$ cat src/rtl/sram_req_arbiter_pkg.sv
// Shared constants for the inst/data SRAM request arbiter: source ids, lock
// FSM encodings, default outstanding depth and the merged request record.
package sram_req_arbiter_pkg;

   localparam int OT_DEPTH_DEF = 4;

   localparam logic SRC_INST = 1'b0;
   localparam logic SRC_DATA = 1'b1;

   localparam logic [1:0] ST_IDLE      = 2'd0;
   localparam logic [1:0] ST_HOLD_INST = 2'd1;
   localparam logic [1:0] ST_HOLD_DATA = 2'd2;

   typedef struct packed {
      logic        wr;
      logic [1:0]  size;
      logic [3:0]  wstrb;
      logic [31:0] addr;
      logic [31:0] wdata;
   } mem_req_t;

   // Fetches are always word reads with no write payload.
   function automatic mem_req_t inst_fields(input logic [31:0] addr);
      mem_req_t r;
      r.wr    = 1'b0;
      r.size  = 2'b10;
      r.wstrb = 4'b0000;
      r.addr  = addr;
      r.wdata = 32'd0;
      return r;
   endfunction

endpackage

$ cat src/rtl/sram_req_arbiter_if.sv
// CPU-side inst/data SRAM ports plus the merged downstream memory port.
interface sram_req_arbiter_if;
   logic        inst_sram_req;
   logic [31:0] inst_sram_addr;
   logic        inst_sram_addr_ok;
   logic        inst_sram_data_ok;
   logic [31:0] inst_sram_rdata;

   logic        data_sram_req;
   logic        data_sram_wr;
   logic [1:0]  data_sram_size;
   logic [3:0]  data_sram_wstrb;
   logic [31:0] data_sram_addr;
   logic [31:0] data_sram_wdata;
   logic        data_sram_addr_ok;
   logic        data_sram_data_ok;
   logic [31:0] data_sram_rdata;

   logic        mem_req;
   logic        mem_wr;
   logic [1:0]  mem_size;
   logic [3:0]  mem_wstrb;
   logic [31:0] mem_addr;
   logic [31:0] mem_wdata;
   logic        mem_addr_ok;
   logic        mem_data_ok;
   logic [31:0] mem_rdata;

   modport slave (
      input  inst_sram_req, inst_sram_addr,
      input  data_sram_req, data_sram_wr, data_sram_size, data_sram_wstrb,
             data_sram_addr, data_sram_wdata,
      input  mem_addr_ok, mem_data_ok, mem_rdata,
      output inst_sram_addr_ok, inst_sram_data_ok, inst_sram_rdata,
      output data_sram_addr_ok, data_sram_data_ok, data_sram_rdata,
      output mem_req, mem_wr, mem_size, mem_wstrb, mem_addr, mem_wdata
   );

   modport master (
      output inst_sram_req, inst_sram_addr,
      output data_sram_req, data_sram_wr, data_sram_size, data_sram_wstrb,
             data_sram_addr, data_sram_wdata,
      output mem_addr_ok, mem_data_ok, mem_rdata,
      input  inst_sram_addr_ok, inst_sram_data_ok, inst_sram_rdata,
      input  data_sram_addr_ok, data_sram_data_ok, data_sram_rdata,
      input  mem_req, mem_wr, mem_size, mem_wstrb, mem_addr, mem_wdata
   );
endinterface

$ cat src/rtl/sram_req_arbiter_id_fifo.sv
// Outstanding-request tracker: 1-bit source ids in acceptance order.
module sram_req_arbiter_id_fifo #(
   parameter int DEPTH = 4
) (
   input  logic clk,
   input  logic resetn,
   input  logic push_i,
   input  logic pop_i,
   input  logic id_i,
   output logic full_o,
   output logic empty_o,
   output logic head_o
);
   localparam int             AW       = $clog2(DEPTH);
   localparam logic [AW:0]    FULL_CNT = (AW+1)'(DEPTH);

   logic [DEPTH-1:0] ids_q;
   logic [AW-1:0]    wr_ptr_q;
   logic [AW-1:0]    rd_ptr_q;
   logic [AW:0]      count_q;
   logic             do_push;
   logic             do_pop;

   assign full_o  = (count_q == FULL_CNT);
   assign empty_o = (count_q == '0);
   assign head_o  = ids_q[rd_ptr_q];

   // A pop on empty is a downstream protocol error and is dropped here.
   assign do_push = push_i & ~full_o;
   assign do_pop  = pop_i  & ~empty_o;

   always_ff @(posedge clk or negedge resetn) begin
      if (!resetn) begin
         ids_q    <= '0;
         wr_ptr_q <= '0;
         rd_ptr_q <= '0;
         count_q  <= '0;
      end else begin
         if (do_push) begin
            ids_q[wr_ptr_q] <= id_i;
            wr_ptr_q        <= wr_ptr_q + AW'(1);
         end
         if (do_pop) begin
            rd_ptr_q <= rd_ptr_q + AW'(1);
         end
         case ({do_push, do_pop})
            2'b10:   count_q <= count_q + (AW+1)'(1);
            2'b01:   count_q <= count_q - (AW+1)'(1);
            default: count_q <= count_q;
         endcase
      end
   end
endmodule

$ cat src/rtl/sram_req_arbiter.sv
// Merges inst-fetch and load/store SRAM requests onto one in-order memory port.
//  state        | meaning
//  ST_IDLE      | owner chosen combinationally, data beats inst
//  ST_HOLD_INST | inst request presented but not accepted; owner locked to inst
//  ST_HOLD_DATA | data request presented but not accepted; owner locked to data
module sram_req_arbiter
   import sram_req_arbiter_pkg::*;
#(
   parameter int OT_DEPTH = OT_DEPTH_DEF
) (
   input logic               clk,
   input logic               resetn,
   sram_req_arbiter_if.slave bus
);
   logic [1:0] state_q;
   logic [1:0] state_d;
   logic       owner;
   logic       owner_req;
   logic       req_gated;
   logic       accept;
   logic       pop_ok;
   logic       fifo_full;
   logic       fifo_empty;
   logic       fifo_head;
   mem_req_t   sel;

   always_comb begin
      owner     = SRC_INST;
      owner_req = 1'b0;
      case (state_q)
         ST_HOLD_INST: begin
            owner     = SRC_INST;
            owner_req = bus.inst_sram_req;
         end
         ST_HOLD_DATA: begin
            owner     = SRC_DATA;
            owner_req = bus.data_sram_req;
         end
         default: begin
            owner     = bus.data_sram_req ? SRC_DATA : SRC_INST;
            owner_req = bus.data_sram_req | bus.inst_sram_req;
         end
      endcase
   end

   // Full is registered, so a same-cycle pop does not reopen the port.
   assign req_gated = owner_req & ~fifo_full & resetn;
   assign accept    = req_gated & bus.mem_addr_ok;
   assign pop_ok    = bus.mem_data_ok & ~fifo_empty;

   always_comb begin
      sel = inst_fields(bus.inst_sram_addr);
      if (owner == SRC_DATA) begin
         sel.wr    = bus.data_sram_wr;
         sel.size  = bus.data_sram_size;
         sel.wstrb = bus.data_sram_wstrb;
         sel.addr  = bus.data_sram_addr;
         sel.wdata = bus.data_sram_wdata;
      end
   end

   always_comb begin
      state_d = state_q;
      if (accept) begin
         state_d = ST_IDLE;
      end else if (req_gated) begin
         state_d = (owner == SRC_DATA) ? ST_HOLD_DATA : ST_HOLD_INST;
      end
   end

   always_ff @(posedge clk or negedge resetn) begin
      if (!resetn) begin
         state_q <= ST_IDLE;
      end else begin
         state_q <= state_d;
      end
   end

   sram_req_arbiter_id_fifo #(.DEPTH(OT_DEPTH)) u_id_fifo (
      .clk     (clk),
      .resetn  (resetn),
      .push_i  (accept),
      .pop_i   (bus.mem_data_ok),
      .id_i    (owner),
      .full_o  (fifo_full),
      .empty_o (fifo_empty),
      .head_o  (fifo_head)
   );

   assign bus.mem_req   = req_gated;
   assign bus.mem_wr    = sel.wr;
   assign bus.mem_size  = sel.size;
   assign bus.mem_wstrb = sel.wstrb;
   assign bus.mem_addr  = sel.addr;
   assign bus.mem_wdata = sel.wdata;

   assign bus.inst_sram_addr_ok = accept & (owner == SRC_INST);
   assign bus.data_sram_addr_ok = accept & (owner == SRC_DATA);
   assign bus.inst_sram_data_ok = pop_ok & (fifo_head == SRC_INST);
   assign bus.data_sram_data_ok = pop_ok & (fifo_head == SRC_DATA);
   assign bus.inst_sram_rdata   = bus.mem_rdata;
   assign bus.data_sram_rdata   = bus.mem_rdata;
endmodule

$ cat src/flat_wrapper.sv
// flat-port wrapper written by rule: the top's interface ports become plain ports
module sram_req_arbiter_flat import sram_req_arbiter_pkg::*;
#(
   parameter int OT_DEPTH = OT_DEPTH_DEF
)
  (clk, resetn, bus_inst_sram_req, bus_inst_sram_addr, bus_data_sram_req, bus_data_sram_wr, bus_data_sram_size, bus_data_sram_wstrb, bus_data_sram_addr, bus_data_sram_wdata, bus_mem_addr_ok, bus_mem_data_ok, bus_mem_rdata, bus_inst_sram_addr_ok, bus_inst_sram_data_ok, bus_inst_sram_rdata, bus_data_sram_addr_ok, bus_data_sram_data_ok, bus_data_sram_rdata, bus_mem_req, bus_mem_wr, bus_mem_size, bus_mem_wstrb, bus_mem_addr, bus_mem_wdata);
  sram_req_arbiter_if bus_i ();
  input logic clk;
  input logic resetn;
  input wire logic [$bits(bus_i.inst_sram_req)-1:0] bus_inst_sram_req;
  input wire logic [$bits(bus_i.inst_sram_addr)-1:0] bus_inst_sram_addr;
  input wire logic [$bits(bus_i.data_sram_req)-1:0] bus_data_sram_req;
  input wire logic [$bits(bus_i.data_sram_wr)-1:0] bus_data_sram_wr;
  input wire logic [$bits(bus_i.data_sram_size)-1:0] bus_data_sram_size;
  input wire logic [$bits(bus_i.data_sram_wstrb)-1:0] bus_data_sram_wstrb;
  input wire logic [$bits(bus_i.data_sram_addr)-1:0] bus_data_sram_addr;
  input wire logic [$bits(bus_i.data_sram_wdata)-1:0] bus_data_sram_wdata;
  input wire logic [$bits(bus_i.mem_addr_ok)-1:0] bus_mem_addr_ok;
  input wire logic [$bits(bus_i.mem_data_ok)-1:0] bus_mem_data_ok;
  input wire logic [$bits(bus_i.mem_rdata)-1:0] bus_mem_rdata;
  output wire logic [$bits(bus_i.inst_sram_addr_ok)-1:0] bus_inst_sram_addr_ok;
  output wire logic [$bits(bus_i.inst_sram_data_ok)-1:0] bus_inst_sram_data_ok;
  output wire logic [$bits(bus_i.inst_sram_rdata)-1:0] bus_inst_sram_rdata;
  output wire logic [$bits(bus_i.data_sram_addr_ok)-1:0] bus_data_sram_addr_ok;
  output wire logic [$bits(bus_i.data_sram_data_ok)-1:0] bus_data_sram_data_ok;
  output wire logic [$bits(bus_i.data_sram_rdata)-1:0] bus_data_sram_rdata;
  output wire logic [$bits(bus_i.mem_req)-1:0] bus_mem_req;
  output wire logic [$bits(bus_i.mem_wr)-1:0] bus_mem_wr;
  output wire logic [$bits(bus_i.mem_size)-1:0] bus_mem_size;
  output wire logic [$bits(bus_i.mem_wstrb)-1:0] bus_mem_wstrb;
  output wire logic [$bits(bus_i.mem_addr)-1:0] bus_mem_addr;
  output wire logic [$bits(bus_i.mem_wdata)-1:0] bus_mem_wdata;
  assign bus_i.inst_sram_req = bus_inst_sram_req;
  assign bus_i.inst_sram_addr = bus_inst_sram_addr;
  assign bus_i.data_sram_req = bus_data_sram_req;
  assign bus_i.data_sram_wr = bus_data_sram_wr;
  assign bus_i.data_sram_size = bus_data_sram_size;
  assign bus_i.data_sram_wstrb = bus_data_sram_wstrb;
  assign bus_i.data_sram_addr = bus_data_sram_addr;
  assign bus_i.data_sram_wdata = bus_data_sram_wdata;
  assign bus_i.mem_addr_ok = bus_mem_addr_ok;
  assign bus_i.mem_data_ok = bus_mem_data_ok;
  assign bus_i.mem_rdata = bus_mem_rdata;
  assign bus_inst_sram_addr_ok = bus_i.inst_sram_addr_ok;
  assign bus_inst_sram_data_ok = bus_i.inst_sram_data_ok;
  assign bus_inst_sram_rdata = bus_i.inst_sram_rdata;
  assign bus_data_sram_addr_ok = bus_i.data_sram_addr_ok;
  assign bus_data_sram_data_ok = bus_i.data_sram_data_ok;
  assign bus_data_sram_rdata = bus_i.data_sram_rdata;
  assign bus_mem_req = bus_i.mem_req;
  assign bus_mem_wr = bus_i.mem_wr;
  assign bus_mem_size = bus_i.mem_size;
  assign bus_mem_wstrb = bus_i.mem_wstrb;
  assign bus_mem_addr = bus_i.mem_addr;
  assign bus_mem_wdata = bus_i.mem_wdata;
  sram_req_arbiter #(.OT_DEPTH(OT_DEPTH)) u_core (.clk(clk), .resetn(resetn), .bus(bus_i));
endmodule
$ cat config.mk
export PLATFORM = sky130hd
export DESIGN_NAME = sram_req_arbiter_flat
export DESIGN_NICKNAME = d
export VERILOG_FILES = /design/src/rtl/sram_req_arbiter_pkg.sv /design/src/rtl/sram_req_arbiter_if.sv /design/src/rtl/sram_req_arbiter_id_fifo.sv /design/src/rtl/sram_req_arbiter.sv /design/src/flat_wrapper.sv
export SDC_FILE = /design/constraint.sdc
export NUM_CORES = 1
export LEC_CHECK = 0
export BUFFER_PORTS_ARGS = -buffer_cell sky130_fd_sc_hd__buf_2
export CORE_AREA = 2 2 110 112
export CTS_CLUSTER_SIZE = 14
export DETAILED_ROUTE_END_ITERATION = 8
export DIE_AREA = 0 0 112 114
export GPL_TIMING_DRIVEN = 0
export SKIP_CTS_REPAIR_TIMING = 1
export SLEW_MARGIN = 25
export SYNTH_ARGS = -nofsm -noshare
export SYNTH_HDL_FRONTEND = slang
export SYNTH_SLANG_ARGS = --single-unit
$ cat constraint.sdc
create_clock -name clk -period 3.8 [get_ports clk]
set_input_delay 0 -clock clk [delete_from_list [all_inputs] [get_ports clk]]
set_output_delay 0 -clock clk [all_outputs]
set_load 0.01 [all_outputs]
==> flow_summary.json, run 1 <==
{
  "cts_made_buffers": 3,
  "fin_area_sq_um": 3480,
  "ctsHtreeMaxLevel": 1,
  "path_clk_slew_ns": 0.04,
  "required_ns": 3.96,
  "final_layout_size_suffix_gt1_share_pct": 62.9,
  "cts_buffer_depth": 2,
  "total_power_mw": 1.97,
  "setup_tns_ns": 0,
  "skew_ns": 0.00179,
  "min_path_type": "in2reg",
  "nets": 684,
  "num_rows": 40,
  "leakage_nw": 2.18,
  "end_kind": "register",
  "fin_crit_ns": 2.31,
  "critPathSlowestCell": "dfrtp_1",
  "drt-pass1-iter-count": 4,
  "synth_seq_cells": 13,
  "drv_slew": 0,
  "syn_nets": 430,
  "maxCapViolations": 0,
  "ys_types": 27,
  "grt_pass1_wl_um": 9410,
  "wl_per_cell_um": 9.83,
  "die-area_sq_um": 12800,
  "syn_area_per_cell_sq_um": 6.98,
  "antenna-diode-count": 0,
  "tightest_slew_ns": 0.577,
  "cp-start-kind": "register",
  "grt_pass1_vias": 2019,
  "cts_sinks": 13,
  "clock_latency_ns": 0.24,
  "max_freq_mhz": 433,
  "fp.coreArea_sq_um": 11700,
  "drc": 0,
  "vdd_drop_max_mv": 0.377,
  "antenna_found_initial": 0,
  "fin_crit_sh_pct": 60.8,
  "placed_cells": 676,
  "maxSlewHeadroom_pct": 60.8,
  "overflow": 0,
  "area_growth_pct": 77.4,
  "multi_input_area_sq_um": 1070,
  "place_hpwl_um": 5840,
  "setup_violations": 0,
  "grt_max_degree": 20,
  "synth_area_sq_um": 1960,
  "finalHoldViolCount": 0,
  "fillerInstances": 1290,
  "dpl_cell_area_sq_um": 3390,
  "yosysSeqAreaShare_pct": 16.6,
  "path_cells": "inv_1 > ha_1 > a22oi_2 > a211o_4 > ha_1 > inv_1 > fa_1 > xor2_1 > nor2_1 > xor2_1",
  "cts_tree": "done",
  "crit_buf_inv": 2,
  "crit_family": "adder cells",
  "ys_warn_count": 0,
  "finalWeightedCongestion": 0.768,
  "boundaryPins": 281,
  "fin_util_pct": 29.7,
  "arrival_ns": 2.47,
  "critPathMaxFanout": 6,
  "io_buffers": 248,
  "grt.total_usage_pct": 8.77,
  "status": "finished, final reports clean",
  "cts-root-buf": "clkbuf_16",
  "drtIter0Drc": 43,
  "layout.cells.non_filler": 681,
  "dp_slack_ns": 1.50,
  "viasPerCell": 3.58,
  "powerDensity_nw_per_um2": 566,
  "whs_ns": 0.127,
  "rsz0062_at_grt": "false",
  "path_class": "reg2reg",
  "dieHeight_um": 114,
  "critical_path.max_stage_delay_ns": 0.37,
  "synthCells": 281,
  "vias": 2441,
  "wl_um": 6690,
  "fp.dieW_um": 112,
  "initial_utilization_pct": 16.7,
  "regArea_sq_um": 325,
  "setup_slack_ns": 1.49,
  "ant_nets": 0
}
-- report_power, final --
| group | total, mW | internal, mW | switching [mW] | leakage, nW |
|---|---|---|---|---|
| registers | 0.274 | 0.210 | 0.0632 | 0.159 |
| clock network | 0.197 | 0.141 | 0.0559 | 0.0382 |
| logic | 1.50 | 0.684 | 0.813 | 1.98 |
| total | 1.97 | 1.04 | 0.932 | 2.18 |
-- cell families (layout without fill, tap and decap cells) --
family	Yosys count	in the layout	synth area share, %
and+or+nand+nor	150	150	34.8
buffers and inverters	84	337	29.2
DFF	13	13	16.6
AOI/OAI and AO/OA	10	10	4.79
muxes	10	10	6.44
adders and majority gates	8	8	5.49
xor gates and xnor gates	6	6	2.68
-- registers in the layout (all words and copies together) (netlist names) --
| register | count |
|---|---|
| u_core.u_id_fifo.ids_q | 4 |
| u_core.u_id_fifo.count_q | 3 |
| u_core.state_q | 2 |
| u_core.u_id_fifo.rd_ptr_q | 2 |
| u_core.u_id_fifo.wr_ptr_q | 2 |
-- layout make-up --
type | instances | share of cell area, %
flip-flops and latches | 13 | 9.35
clock buffers | 4 | 2.27
well taps | 147 | 5.29
multi-input cells | 184 | 30.7
repair buffers | 249 | 36.0
plain buffers | 75 | 15.5
inverters | 9 | 0.971
-- worst min-delay path, cell delays in order --
cell     delay [ns]
buf_2          0.10
o31ai_1        0.13
xnor2_1        0.09
-- cell usage after synthesis, drive strengths merged --
master / count / area, sq um
nand2b: 1 / 6.26
fa: 1 / 20.0
a211o: 1 / 17.5
o31ai: 1 / 7.51
mux2i: 1 / 10.0
clkbuf: 4 / 15.0
nand3: 4 / 20.0
and2: 39 / 244
o21ai: 2 / 13.8
nor3b: 1 / 18.8
buf: 71 / 523
a211oi: 5 / 42.5
xor2: 2 / 17.5
nor2: 6 / 22.5
xnor2: 4 / 35.0
dfrtp: 13 / 325
mux2: 8 / 93.8
mux4: 1 / 22.5
ha: 7 / 87.6
nand2: 99 / 372
a22oi: 1 / 12.5
inv: 9 / 33.8
-- layer usage --
layer,global-route usage [%],up-vias,wire [um]
met5,0,-,0
met4,0.976,0,14
met3,1.17,2,598
met2,17.7,136,3560
met1,10.1,996,2520
li1,-,1307,-
-- cell usage in the layout, fill, tap and decap left out, types with 2 or more instances in the layout --
| cell | synthesis | layout |
|---|---|---|
| buf_2 | 4 | 252 |
| nand2_1 | 99 | 99 |
| buf_4 | 67 | 67 |
| and2_1 | 39 | 39 |
| dfrtp_1 | 13 | 13 |
| inv_1 | 9 | 9 |
| ha_1 | 7 | 7 |
| mux2_2 | 6 | 6 |
| nor2_1 | 6 | 6 |
| clkbuf_1 | 4 | 5 |
| xnor2_1 | 4 | 4 |
| nand3_1 | 4 | 4 |
| a211oi_1 | 4 | 4 |
| clkbuf_16 | 0 | 3 |
| xor2_1 | 2 | 2 |
-- worst paths after layout --
check,from,depth (start not counted),to,slack [ns]
max,u_core.state_q[0]$_DFFE_PN0P_,10,u_core.u_id_fifo.count_q[2]$_DFFE_PN0P_,1.49
min,bus_mem_data_ok,3,u_core.u_id_fifo.rd_ptr_q[0]$_DFFE_PN0P_,0.13
max reg2reg,u_core.state_q[0]$_DFFE_PN0P_,10,u_core.u_id_fifo.count_q[2]$_DFFE_PN0P_,1.49
min reg2reg,u_core.u_id_fifo.rd_ptr_q[1]$_DFFE_PN0P_,1,u_core.u_id_fifo.rd_ptr_q[1]$_DFFE_PN0P_,0.48
max in group asynchronous,resetn,2,u_core.u_id_fifo.rd_ptr_q[0]$_DFFE_PN0P_,3.32
min in group asynchronous,resetn,2,u_core.u_id_fifo.wr_ptr_q[1]$_DFFE_PN0P_,0.21
Note: power is estimated with default switching activity, not from simulation.
==> inputs of run 2 (changes only) <==
ABC_AREA = 1   (was unset)
CORE_AREA = 2 2 108 110   (was 2 2 110 112)
DIE_AREA = 0 0 110 112   (was 0 0 112 114)
clock period = 2.3 ns   (was 3.8 ns; I/O delays follow)
==> flow_summary.json, run 2 <==
{
  "status": "finished, final reports clean",
  "cp-start-kind": "register",
  "dp_slack_ns": -0.0702,
  "initial_utilization_pct": 18.5,
  "nets": 758,
  "synth_most_common_cell": "nand2_1",
  "fp.dieW_um": 110,
  "fillerInstances": 1226,
  "setup_slack_ns": 0.111,
  "top_regs": "u_core.u_id_fifo.ids_q x4, u_core.u_id_fifo.count_q x3",
  "final_cell_mix": "251 x buf_2, 122 x nand2_1, 76 x buf_4",
  "grt_max_degree": 16,
  "ys.flop_type": "dfrtp_1",
  "place_hpwl_um": 7470,
  "synth_fa_ha_area_share_pct": 5.21,
  "io_buffers": 247,
  "boundaryPins": 281,
  "fin_crit_sh_pct": 95.2,
  "switching_share_pct": 52.4,
  "drtIter0Drc": 83,
  "ys_warn_count": 0,
  "synth_area_leaders": "buf_4 25%, nand2_1 22%, dfrtp_1 16%",
  "p_seq_share_pct": 11.0,
  "internal_power_mw": 1.86,
  "wl_um": 8730,
  "dpl_cell_area_sq_um": 3480,
  "path_class": "reg2reg",
  "layout.cells.non_filler": 751,
  "synth.area.mux_share_pct": 0,
  "drc": 0,
  "cts_made_buffers": 3,
  "setup_tns_ns": 0,
  "vdd_drop_max_mv": 0.464,
  "synth_seq_cells": 13,
  "drv_slew": 0,
  "tightest_slew_ns": 0.363,
  "cts_buffer_depth": 2,
  "leakage_nw": 2.47,
  "synthCells": 350,
  "yosysSeqAreaShare_pct": 15.7,
  "whs_ns": 0.0445,
  "antenna_found_initial": 0,
  "regMostFlops": "u_core.u_id_fifo.ids_q",
  "area_growth_pct": 76.2,
  "synth_xor_area_share_pct": 1.69,
  "drt-pass1-iter-count": 5,
  "synth_top_area_share_pct": 25.4,
  "path_clk_slew_ns": 0.04,
  "vias": 2751,
  "syn_area_per_cell_sq_um": 5.91,
  "maxSlewHeadroom_pct": 75.8,
  "cts_tree": "done",
  "min_path_type": "in2reg",
  "synth_top_family_by_area": "buffers and inverters",
  "largest_register_ffs": 4,
  "clock_power_share_pct": 8.4,
  "dieHeight_um": 112,
  "ys_types": 23,
  "num_rows": 39,
  "synth_area_sq_um": 2070,
  "overflow": 0,
  "total_power_mw": 3.91,
  "powerDensity_nw_per_um2": 1070,
  "viasPerCell": 3.66,
  "arrival_ns": 2.36,
  "wl_per_cell_um": 11.6,
  "placed_cells": 740,
  "syn_nets": 499,
  "r2r_setup_slack_ns": 0.11,
  "die-area_sq_um": 12300,
  "cts-root-buf": "clkbuf_16",
  "required_ns": 2.47,
  "combPwrFrac_pct": 80.6,
  "final_common_cell": "buf_2",
  "fp.coreArea_sq_um": 11200,
  "async_reset_ff_share_pct": 100,
  "grt_pass1_wl_um": 11700,
  "synth_common_cells": "123 x nand2_1, 70 x buf_4, 54 x inv_1",
  "clock_latency_ns": 0.24,
  "grt.total_usage_pct": 12.2,
  "fin_area_sq_um": 3640,
  "fin_util_pct": 32.6,
  "final_layout_size_suffix_gt1_share_pct": 57.1,
  "end_kind": "register",
  "grt_pass1_vias": 2349,
  "maxCapViolations": 0,
  "ant_nets": 0,
  "finalWeightedCongestion": 0.790,
  "antenna-diode-count": 0,
  "synth_edf_count": 0,
  "fin_crit_ns": 2.19,
  "max_freq_mhz": 457,
  "critPathMaxFanout": 8,
  "ctsHtreeMaxLevel": 1,
  "setup_violations": 0,
  "finalHoldViolCount": 0,
  "netlist.top_cell.by_area": "buf_4",
  "synth-compound-area-share_pct": 2.24,
  "cts_sinks": 13,
  "yosys.area_share.simple_pct": 37.3,
  "skew_ns": 0.00106,
  "p_switching_mw": 2.05
}
[run 2: cell types whose count changed in the layout (fill, tap and decap cells not counted), sizes merged, moves of 2 or more]
cell	change
inv	+45
nor2	+40
and2	-39
nand2	+26
buf	+11
mux2	-8
nand4	+8
a211oi	-5
clkbuf	-4
o21ai	+3
xnor2	-3
a21oi	+2
[run 2: cells by family (layout without fill, tap and decap cells)]
group | Yosys count | after routing
XOR/XNOR | 4 | 4
buffers and inverters | 131 | 389
flip-flops | 13 | 13
AO/OA/AOI/OAI | 8 | 8
AND/OR/NAND/NOR | 186 | 186
adder cells (fa/ha/maj) | 8 | 8
[run 2: worst paths after layout]
| check | start | to | depth (start not counted) |
|---|---|---|---|
| max | u_core.state_q[0]$_DFFE_PN0P_ | u_core.u_id_fifo.count_q[1]$_DFFE_PN0P_ | 10 |
| min | bus_mem_addr_ok | u_core.u_id_fifo.ids_q[0]$_DFFE_PN0P_ | 3 |
| min reg2reg | u_core.u_id_fifo.ids_q[1]$_DFFE_PN0P_ | u_core.u_id_fifo.ids_q[1]$_DFFE_PN0P_ | 2 |
| max in group asynchronous | resetn | u_core.state_q[1]$_DFFE_PN0P_ | 2 |
| max reg2reg | u_core.state_q[0]$_DFFE_PN0P_ | u_core.u_id_fifo.count_q[1]$_DFFE_PN0P_ | 10 |
| min in group asynchronous | resetn | u_core.u_id_fifo.count_q[1]$_DFFE_PN0P_ | 2 |
[run 2: cell type report]
cell class | count | area, sq um | area share [%]
well taps | 143 | 179 | 4.91
clock buffers | 4 | 78.8 | 2.16
multi-input cells | 206 | 985 | 27.0
inverters | 54 | 203 | 5.57
flip-flops and latches | 13 | 325 | 8.93
plain buffers | 77 | 579 | 15.9
repair buffers | 254 | 1290 | 35.5
[run 2: power groups by stage]
stage / registers, mW / clock network (mW) / logic (mW)
finish: 0.430 / 0.328 / 3.15
floorplan: 0.411 / 0 / 1.86
global route: 0.448 / 0.351 / 3.54
CTS: 0.427 / 0.334 / 3.09
global placement: 0.431 / 0 / 3.07
detailed placement: 0.430 / 0 / 3.07
[run 2: per-layer routing]
metal  GRT usage [%]  up-vias  part of all wire, %
met1            14.0     1131                   38
li1                -     1477                    -
met3            1.17        7                  9.0
met4            1.77        0                 0.69
met2            24.2      136                   52
met5               0        -                    0
[run 2: critical path: stages, from the launching register on]
cell	delay [ns]
dfrtp_1	0.39
inv_2	0.09
ha_4	0.22
nand2_2	0.10
nand3_4	0.08
nor2_4	0.24
nand2_4	0.11
ha_1	0.21
inv_1	0.10
fa_2	0.44
o21ai_1	0.14
==> inputs of run 3 (changes only) <==
PLACE_DENSITY = 0.49   (was unset)
==> flow_summary.json, run 3 (same netlist as run 2, synthesis figures left out) <==
{
  "drv_slew": 0,
  "dieHeight_um": 112,
  "layout.cells.non_filler": 749,
  "maxSlewHeadroom_pct": 76.3,
  "ant_nets": 0,
  "clock_power_share_pct": 8.4,
  "multi_input_area_sq_um": 993,
  "fin_util_pct": 32.5,
  "leakage_nw": 2.46,
  "final_layout_size_suffix_gt1_share_pct": 57.6,
  "fp.dieW_um": 110,
  "internal_power_mw": 1.84,
  "powerDensity_nw_per_um2": 1070,
  "io_buffers": 247,
  "final_common_cell": "buf_2",
  "regArea_sq_um": 325,
  "switching_share_pct": 52.6,
  "path_clk_slew_ns": 0.04,
  "total_power_mw": 3.88,
  "die-area_sq_um": 12300,
  "wl_um": 8340,
  "grt_pass1_vias": 2437,
  "combPwrFrac_pct": 80.4,
  "critPathMaxFanout": 3,
  "antenna-diode-count": 0,
  "cp-start-kind": "register",
  "clock_latency_ns": 0.24,
  "p_switching_mw": 2.04,
  "arrival_ns": 2.24,
  "required_ns": 2.42,
  "skew_ns": 0.00259,
  "worst_hold_startpoint": "bus_mem_addr_ok",
  "cts_sinks": 13,
  "cts_tree": "done",
  "min_path_type": "in2reg",
  "setup_violations": 0,
  "fp.coreArea_sq_um": 11200,
  "largest_register_ffs": 4,
  "final_cell_mix": "251 x buf_2, 121 x nand2_1, 74 x buf_4",
  "initial_utilization_pct": 18.5,
  "drc": 0,
  "grt_pass1_wl_um": 11900,
  "setup_slack_ns": 0.180,
  "ctsHtreeMaxLevel": 1,
  "top_regs": "u_core.u_id_fifo.ids_q x4, u_core.u_id_fifo.count_q x3",
  "cts_buffer_depth": 2,
  "startpoint": "u_core.state_q[1]$_DFFE_PN0P_",
  "finalHoldViolCount": 0,
  "vdd_drop_max_mv": 0.434,
  "fillerInstances": 1264,
  "antenna_found_initial": 0,
  "cts-root-buf": "clkbuf_16",
  "p_seq_share_pct": 11.2,
  "boundaryPins": 281,
  "drt-pass1-iter-count": 4,
  "finalWeightedCongestion": 0.813,
  "fin_crit_ns": 2.12,
  "cts_made_buffers": 3,
  "drtIter0Drc": 75,
  "num_rows": 39,
  "max_freq_mhz": 472,
  "place_hpwl_um": 7180,
  "area_growth_pct": 75.8,
  "overflow": 0,
  "end_kind": "register",
  "r2r_setup_slack_ns": 0.18,
  "grt_max_degree": 16,
  "wl_per_cell_um": 11.1,
  "vias": 2749,
  "dp_slack_ns": -0.0984,
  "nets": 756,
  "placed_cells": 740,
  "maxCapViolations": 0,
  "grt.total_usage_pct": 12.1,
  "r2r_start": "u_core.state_q[1]$_DFFE_PN0P_",
  "viasPerCell": 3.67,
  "tightest_slew_ns": 0.355,
  "regMostFlops": "u_core.u_id_fifo.ids_q",
  "path_class": "reg2reg",
  "fin_crit_sh_pct": 92.2,
  "status": "finished, final reports clean"
}
-- run 3: metrics by stage --
| stage | area, sq um | TNS [ns] | hold slack [ns] |
|---|---|---|---|
| after floorplan | 2070 | 0 | -0.296 |
| after global placement | 3480 | -0.0635 | -0.0648 |
| after detailed placement | 3480 | -0.107 | -0.0675 |
| after CTS | 3560 | -0.157 | -0.321 |
| after global routing | 3630 | -0.00455 | 0.0708 |
| final | 3630 | 0 | 0.0529 |
-- run 3: path summary, 6_finish.rpt --
kind | endpoint | depth (start not counted)
worst max-delay path | u_core.u_id_fifo.count_q[2]$_DFFE_PN0P_ | 13
min in group asynchronous | u_core.u_id_fifo.count_q[0]$_DFFE_PN0P_ | 2
worst min register to register | u_core.u_id_fifo.ids_q[1]$_DFFE_PN0P_ | 2
max in group asynchronous | u_core.state_q[0]$_DFFE_PN0P_ | 2
worst max register to register | u_core.u_id_fifo.count_q[2]$_DFFE_PN0P_ | 13
worst min-delay path | u_core.u_id_fifo.ids_q[1]$_DFFE_PN0P_ | 3
-- run 3: worst max-delay path, stage by stage, from the launching register on --
cell,delay [ns]
dfrtp_1,0.40
inv_2,0.05
ha_1,0.17
nand2_1,0.07
nand2_2,0.06
nor2_4,0.15
nor2_4,0.06
nand2_4,0.08
ha_2,0.17
inv_2,0.05
fa_2,0.39
a21oi_2,0.13
o21ai_1,0.08
xor2_1,0.14
-- run 3: layout make-up --
type	count	area share, %
Timing Repair Buffer	252	35.1
Multi-Input combinational cell	206	27.3
Buffer	77	15.9
Sequential cell	13	8.95
Inverter	54	5.58
Tap cell	143	4.92
Clock buffer	4	2.17
-- run 3: layer usage --
metal | vias to the layer above | global-route usage (%) | wire [um]
met5 | - | 0 | 0
met4 | 0 | 2.03 | 53
met3 | 6 | 1.23 | 753
met2 | 129 | 22.3 | 4220
met1 | 1147 | 15.0 | 3310
li1 | 1467 | - | -
-- run 3: power by group through the flow --
stage | clock network (mW) | logic, mW | registers [mW]
finish | 0.325 | 3.12 | 0.434
global route | 0.351 | 3.49 | 0.449
CTS | 0.332 | 3.08 | 0.430
detailed placement | 0 | 3.07 | 0.433
global placement | 0 | 3.05 | 0.430
floorplan | 0 | 1.86 | 0.411
